<file path="src/rtl/mem_access_unit.sv">
// Memory-stage data bus access unit: aligns stores, extends loads, and stalls
// the pipeline while an access is in flight on the data bus.
// Ports:
//   clk, rst                  - clock, synchronous active-high reset
//   M_mem_write, M_result_src - store / load request from the E/M register
//   M_type_control            - access size (00 word, 01 half, 10 byte, 11 word)
//   M_sign_ext_flag           - 1 sign-extends loads, 0 zero-extends
//   M_alu_result              - byte address
//   M_write_data              - right-aligned store data
//   mem_stall                 - freezes upstream pipeline registers while 1
//   M_read_data               - extended load result, valid when mem_stall=0
//   M_misaligned              - access fault flag
//   dbus_*                    - data bus request/response
//   stall_cnt                 - saturating count of stalled cycles
module mem_access_unit #(
    parameter int DATA_WIDTH = 32
) (
    input  logic                  clk,
    input  logic                  rst,
    input  logic                  M_mem_write,
    input  logic [1:0]            M_result_src,
    input  logic [1:0]            M_type_control,
    input  logic                  M_sign_ext_flag,
    input  logic [DATA_WIDTH-1:0] M_alu_result,
    input  logic [DATA_WIDTH-1:0] M_write_data,
    output logic                  mem_stall,
    output logic [DATA_WIDTH-1:0] M_read_data,
    output logic                  M_misaligned,
    output logic                  dbus_req,
    output logic                  dbus_we,
    output logic [DATA_WIDTH-1:0] dbus_addr,
    output logic [DATA_WIDTH-1:0] dbus_wdata,
    output logic [3:0]            dbus_be,
    input  logic [DATA_WIDTH-1:0] dbus_rdata,
    input  logic                  dbus_ack,
    output logic [15:0]           stall_cnt
);

    typedef enum logic [1:0] {
        IDLE,
        BUSY,
        DONE
    } state_t;

    state_t state_q, state_d;

    logic                  access;
    logic                  is_half;
    logic                  is_byte;
    logic                  misaligned;
    logic                  capture;
    logic [3:0]            st_be;
    logic [DATA_WIDTH-1:0] st_wdata;

    logic [DATA_WIDTH-1:0] addr_q;
    logic                  we_q;
    logic [3:0]            be_q;
    logic [DATA_WIDTH-1:0] wdata_q;
    logic [1:0]            size_q;
    logic                  sign_q;
    logic [DATA_WIDTH-1:0] rdata_q;

    logic [7:0]            lane_b;
    logic [15:0]           lane_h;
    logic [DATA_WIDTH-1:0] load_ext;

    assign access  = M_mem_write | (M_result_src == 2'b01);
    assign is_half = (M_type_control == 2'b01);
    assign is_byte = (M_type_control == 2'b10);

    // Codes 00 and 11 are both word accesses.
    assign misaligned = access &
                        ((is_half & M_alu_result[0]) |
                         (~is_half & ~is_byte & (M_alu_result[1:0] != 2'b00)));

    assign M_misaligned = misaligned;

    // Store lane placement from the live request; captured on entry to BUSY.
    always_comb begin
        st_be    = 4'b1111;
        st_wdata = M_write_data;
        case (M_type_control)
            2'b10: begin
                st_be    = 4'b0001 << M_alu_result[1:0];
                st_wdata = {4{M_write_data[7:0]}};
            end
            2'b01: begin
                st_be    = M_alu_result[1] ? 4'b1100 : 4'b0011;
                st_wdata = {2{M_write_data[15:0]}};
            end
            default: begin
                st_be    = 4'b1111;
                st_wdata = M_write_data;
            end
        endcase
    end

    // Load lane selection uses the captured address and size.
    always_comb begin
        lane_b   = 8'h00;
        lane_h   = addr_q[1] ? dbus_rdata[31:16] : dbus_rdata[15:0];
        load_ext = dbus_rdata;
        case (addr_q[1:0])
            2'd0:    lane_b = dbus_rdata[7:0];
            2'd1:    lane_b = dbus_rdata[15:8];
            2'd2:    lane_b = dbus_rdata[23:16];
            default: lane_b = dbus_rdata[31:24];
        endcase
        case (size_q)
            2'b10:   load_ext = {{24{sign_q & lane_b[7]}}, lane_b};
            2'b01:   load_ext = {{16{sign_q & lane_h[15]}}, lane_h};
            default: load_ext = dbus_rdata;
        endcase
    end

    always_comb begin
        state_d   = state_q;
        mem_stall = 1'b0;
        dbus_req  = 1'b0;
        capture   = 1'b0;
        case (state_q)
            IDLE: begin
                if (access && !misaligned) begin
                    mem_stall = 1'b1;
                    capture   = 1'b1;
                    state_d   = BUSY;
                end
            end
            BUSY: begin
                mem_stall = 1'b1;
                dbus_req  = 1'b1;
                if (dbus_ack) begin
                    state_d = DONE;
                end
            end
            DONE: begin
                // The pipeline advances at this edge, so never re-accept the
                // request still sitting in E/M.
                state_d = IDLE;
            end
            default: state_d = IDLE;
        endcase
    end

    assign dbus_addr   = {addr_q[DATA_WIDTH-1:2], 2'b00};
    assign dbus_we     = we_q & (state_q == BUSY);
    assign dbus_be     = be_q;
    assign dbus_wdata  = wdata_q;
    assign M_read_data = (state_q == DONE) ? rdata_q : '0;

    always_ff @(posedge clk) begin
        if (rst) begin
            state_q   <= IDLE;
            addr_q    <= '0;
            we_q      <= 1'b0;
            be_q      <= 4'b0000;
            wdata_q   <= '0;
            size_q    <= 2'b00;
            sign_q    <= 1'b0;
            rdata_q   <= '0;
            stall_cnt <= 16'h0000;
        end else begin
            state_q <= state_d;
            if (capture) begin
                addr_q  <= M_alu_result;
                we_q    <= M_mem_write;
                be_q    <= M_mem_write ? st_be : 4'b1111;
                wdata_q <= M_mem_write ? st_wdata : '0;
                size_q  <= M_type_control;
                sign_q  <= M_sign_ext_flag;
            end
            if (state_q == BUSY && dbus_ack) begin
                rdata_q <= we_q ? '0 : load_ext;
            end
            if (mem_stall && stall_cnt != 16'hFFFF) begin
                stall_cnt <= stall_cnt + 16'd1;
            end
        end
    end

endmodule

</file>
<file path="config.mk">
export PLATFORM = sky130hd
export DESIGN_NAME = mem_access_unit
export DESIGN_NICKNAME = d
export VERILOG_FILES = /design/src/rtl/mem_access_unit.sv
export SDC_FILE = /design/constraint.sdc
export NUM_CORES = 1
export LEC_CHECK = 0
export ABC_CLOCK_PERIOD_IN_PS = 5700
export BUFFER_PORTS_ARGS = -buffer_cell sky130_fd_sc_hd__buf_2
export CAP_MARGIN = 20
export CORE_MARGIN = 3
export CORE_UTILIZATION = 53
export CTS_CLUSTER_DIAMETER = 60
export DETAILED_ROUTE_END_ITERATION = 8
export PLACE_DENSITY_LB_ADDON = 0.05
export SLEW_MARGIN = 15
export SYNTH_ARGS = -nofsm -noshare
export SYNTH_HDL_FRONTEND = slang
export SYNTH_SLANG_ARGS = --single-unit
</file>
<file path="constraint.sdc">
create_clock -name clk -period 5.7 [get_ports clk]
set_input_delay 0.855 -clock clk [delete_from_list [all_inputs] [get_ports clk]]
set_output_delay 0.855 -clock clk [all_outputs]
set_load 0.05 [all_outputs]
</file>
==> flow_metrics.tcl <==
set metrics [dict create \
    outcome "complete, no violations" \
    fin_area_um2 7283 \
    die_x_um 110.3 \
    cpMostUsedCell "buf_2" \
    setup_viol 0 \
    ant_nets 0 \
    core-area_um2 10460 \
    io_buffers 222 \
    synth_area_um2 5761 \
    rows 37 \
    first_pass_iters 5 \
    cp_max_fo 37 \
    required_ns 4.85 \
    cts_buffer_depth 2 \
    final_layout_size_suffix_gt1_share_pct 32.06 \
    vias_per_cell 5.505 \
    skew_ns 0.006194 \
    htreeDepth 4 \
    hold_class "reg2reg" \
    synth_flop_cell "dfxtp_1" \
    met3_usage_pct 6.581 \
    insertion_delay_ns 0.53 \
    top_usage_layer "met2" \
    cts_setup_buffers 0 \
    worstMarginPinSlew_ns 1.035 \
    cts_resized 0 \
    ir_worst_vdd_v 0.0002342 \
    area_growth_pct 26.43 \
    clk_pin_slew_worst_paths_ns 0.06 \
    fin_tns_setup_ns 0 \
    ys_warn_count 0 \
    track_usage_pct 26.89 \
    place_area_um2 6610 \
    critPathArrivalTime_ns 2.98 \
    maxCapViolations 0 \
    worstSetupEndpoint "mem_stall" \
    top_level_ports 225 \
    synth_seq_area_share_pct 42.40 \
    synth.distinct_cells 48 \
    p_leak_uw 0.003300 \
    antenna_found_initial 0 \
    drtIter0Drc 416 \
    synth_edf_count 0 \
    synth_area_per_cell_um2 8.001 \
    crit_start "M_type_control[0]" \
    grt_pass1_vias 5233 \
    reg2reg_depth 5 \
    rsz0062_at_grt "no" \
    cts_made_buffers 17 \
    met1_usage_pct 34.16 \
    cts_hold_buf 0 \
    cts.sinks 122 \
    wl_per_cell_um 15.93 \
    routed-via-count 5659 \
    final_common_cell "buf_2" \
    power_density_nw_per_um2 354.6 \
    timing.rr.end "rdata_q[25]$_SDFFE_PP0P_" \
    slew_viol_final 0 \
    synth.ff_latch_count 122 \
    cpMaxStageDelayCell "ha_1" \
    cts_tree "built" \
    drt_wl_total_mm 16.38 \
    nets 989 \
    worst_path_largest_cell_delay_ns 0.89 \
    grt_start_max_net_pins 91 \
    drcViolationCount 0 \
    worst-setup-path-type "in2out" \
    finalCritPeriodShare_pct 67.33 \
    final-hold-violation-count 0 \
    timing.rr.start "state_q[0]$_SDFFE_PP0P_" \
    grt_use_met2_pct 43.46 \
    synth_cells 720 \
    cts-root-buf "clkbuf_8" \
    fp.dieH_um 110.3 \
    grt_pass1_wl_mm 25.55 \
    cp-start-kind "input port" \
    hpwl_mm 11.60 \
    crit_chain "buf_2 > inv_1 > ha_1 > a21oi_1 > o221ai_2 > nand2_1 > buf_2" \
    dieArea_um2 12160 \
    diodes 0 \
    final_cell_mix "222 x buf_2, 143 x nand2_1, 122 x dfxtp_1" \
    fillers 901 \
    cp-end-kind "output port" \
    async_flop_share_pct 0 \
    fmax_mhz 260.6 \
    min_period_ns 3.838 \
    slew-limit-headroom_pct 30.84 \
    gp_congestion 0.9016 \
    start_util_pct 55.06 \
    rrSetupSlack_ns 2.66 \
    overflow 0 \
]
[sequential cells by signal (all words and copies together) (netlist names)]
signal,cells
stall_cnt,16
addr_q,32
state_q,2
rdata_q,32
dbus_wdata,32
sign_q,1
dbus_be,4
we_q,1
size_q,2
[synthesized netlist by cell type, types with 7 or more instances]
cell type  count  area share (%)
nand3_1       35             3.0
buf_4         33             4.3
and2_1        34             3.7
or3_1          7            0.76
buf_2         10            0.87
o21ai_0       41             3.6
nand2_1      143             9.3
a22o_1         8             1.2
a22oi_1       22             2.9
mux2_2        10             2.0
dfxtp_1      122              42
nor2_1        20             1.3
a21oi_1       93             8.1
clkbuf_1      38             2.5
a21o_1         9             1.2
inv_1         14            0.91
a221o_1       16             2.8
[report_power, final]
part           internal [µW]  total (µW)  switching, µW
clock                    830        1210            383
sequential               901         931           30.2
combinational            123         438            316
total                   1850        2580            728
[worst max-delay path, delay by kind of cell]
family | cells | cell delay [ns]
adders and majority gates | 1 | 0.89
buffers and inverters | 3 | 0.41
and+or+nand+nor | 1 | 0.17
AOI/OAI and AO/OA | 2 | 0.64
[cell type report]
cell class | count | area (µm²) | area share [%]
multi-input cells | 497 | 2796 | 38.40
flip-flops and latches | 122 | 2442 | 33.53
repair buffers | 227 | 1149 | 15.77
clock buffers | 20 | 455.4 | 6.253
clock inverters | 12 | 217.7 | 2.989
well taps | 136 | 170.2 | 2.336
inverters | 14 | 52.55 | 0.7215
[per-layer routing]
metal	part of all wire (%)	wire, µm
met5	0	0
met2	47	7772
met3	8.7	1425
met4	1.8	301
met1	42	6881
[stage by stage]
step	utilization [%]	std cells	power, µW	hold WS, ns	setup WS, ns
5_1_grt	69.61	1028	2678	0.4647	1.667
6_report	69.61	1028	2583	0.4464	1.862
2_1_floorplan	-	721	1290	0.4176	2.765
3_5_place_dp	63.18	996	1383	0.4340	1.658
3_3_place_gp	63.18	996	1373	0.4273	1.856
4_1_cts	69.61	1028	2594	0.4492	1.891
[logic make-up after synthesis]
group / synth area share, %
multiplexers: 2.129
AND/OR/NAND/NOR: 21.63
AO/OA/AOI/OAI: 22.91
adder cells (fa/ha/maj): 1.086
flip-flops: 42.40
XOR/XNOR: 0.3041
buffers and inverters: 9.470
other: 0.06510
[how the worst min path moves through the flow]
stage,from,end,cells after the start
6_report,dbus_wdata[7]$_SDFFE_PP0P_,dbus_wdata[7]$_SDFFE_PP0P_,2
2_1_floorplan,rdata_q[15]$_SDFFE_PP0P_,rdata_q[15]$_SDFFE_PP0P_,1
3_5_place_dp,rdata_q[11]$_SDFFE_PP0P_,rdata_q[11]$_SDFFE_PP0P_,1
3_3_place_gp,rdata_q[10]$_SDFFE_PP0P_,rdata_q[10]$_SDFFE_PP0P_,1
4_1_cts,dbus_wdata[7]$_SDFFE_PP0P_,dbus_wdata[7]$_SDFFE_PP0P_,2
5_1_grt,rdata_q[11]$_SDFFE_PP0P_,rdata_q[11]$_SDFFE_PP0P_,1
Note: power is estimated with default switching activity, not from simulation.
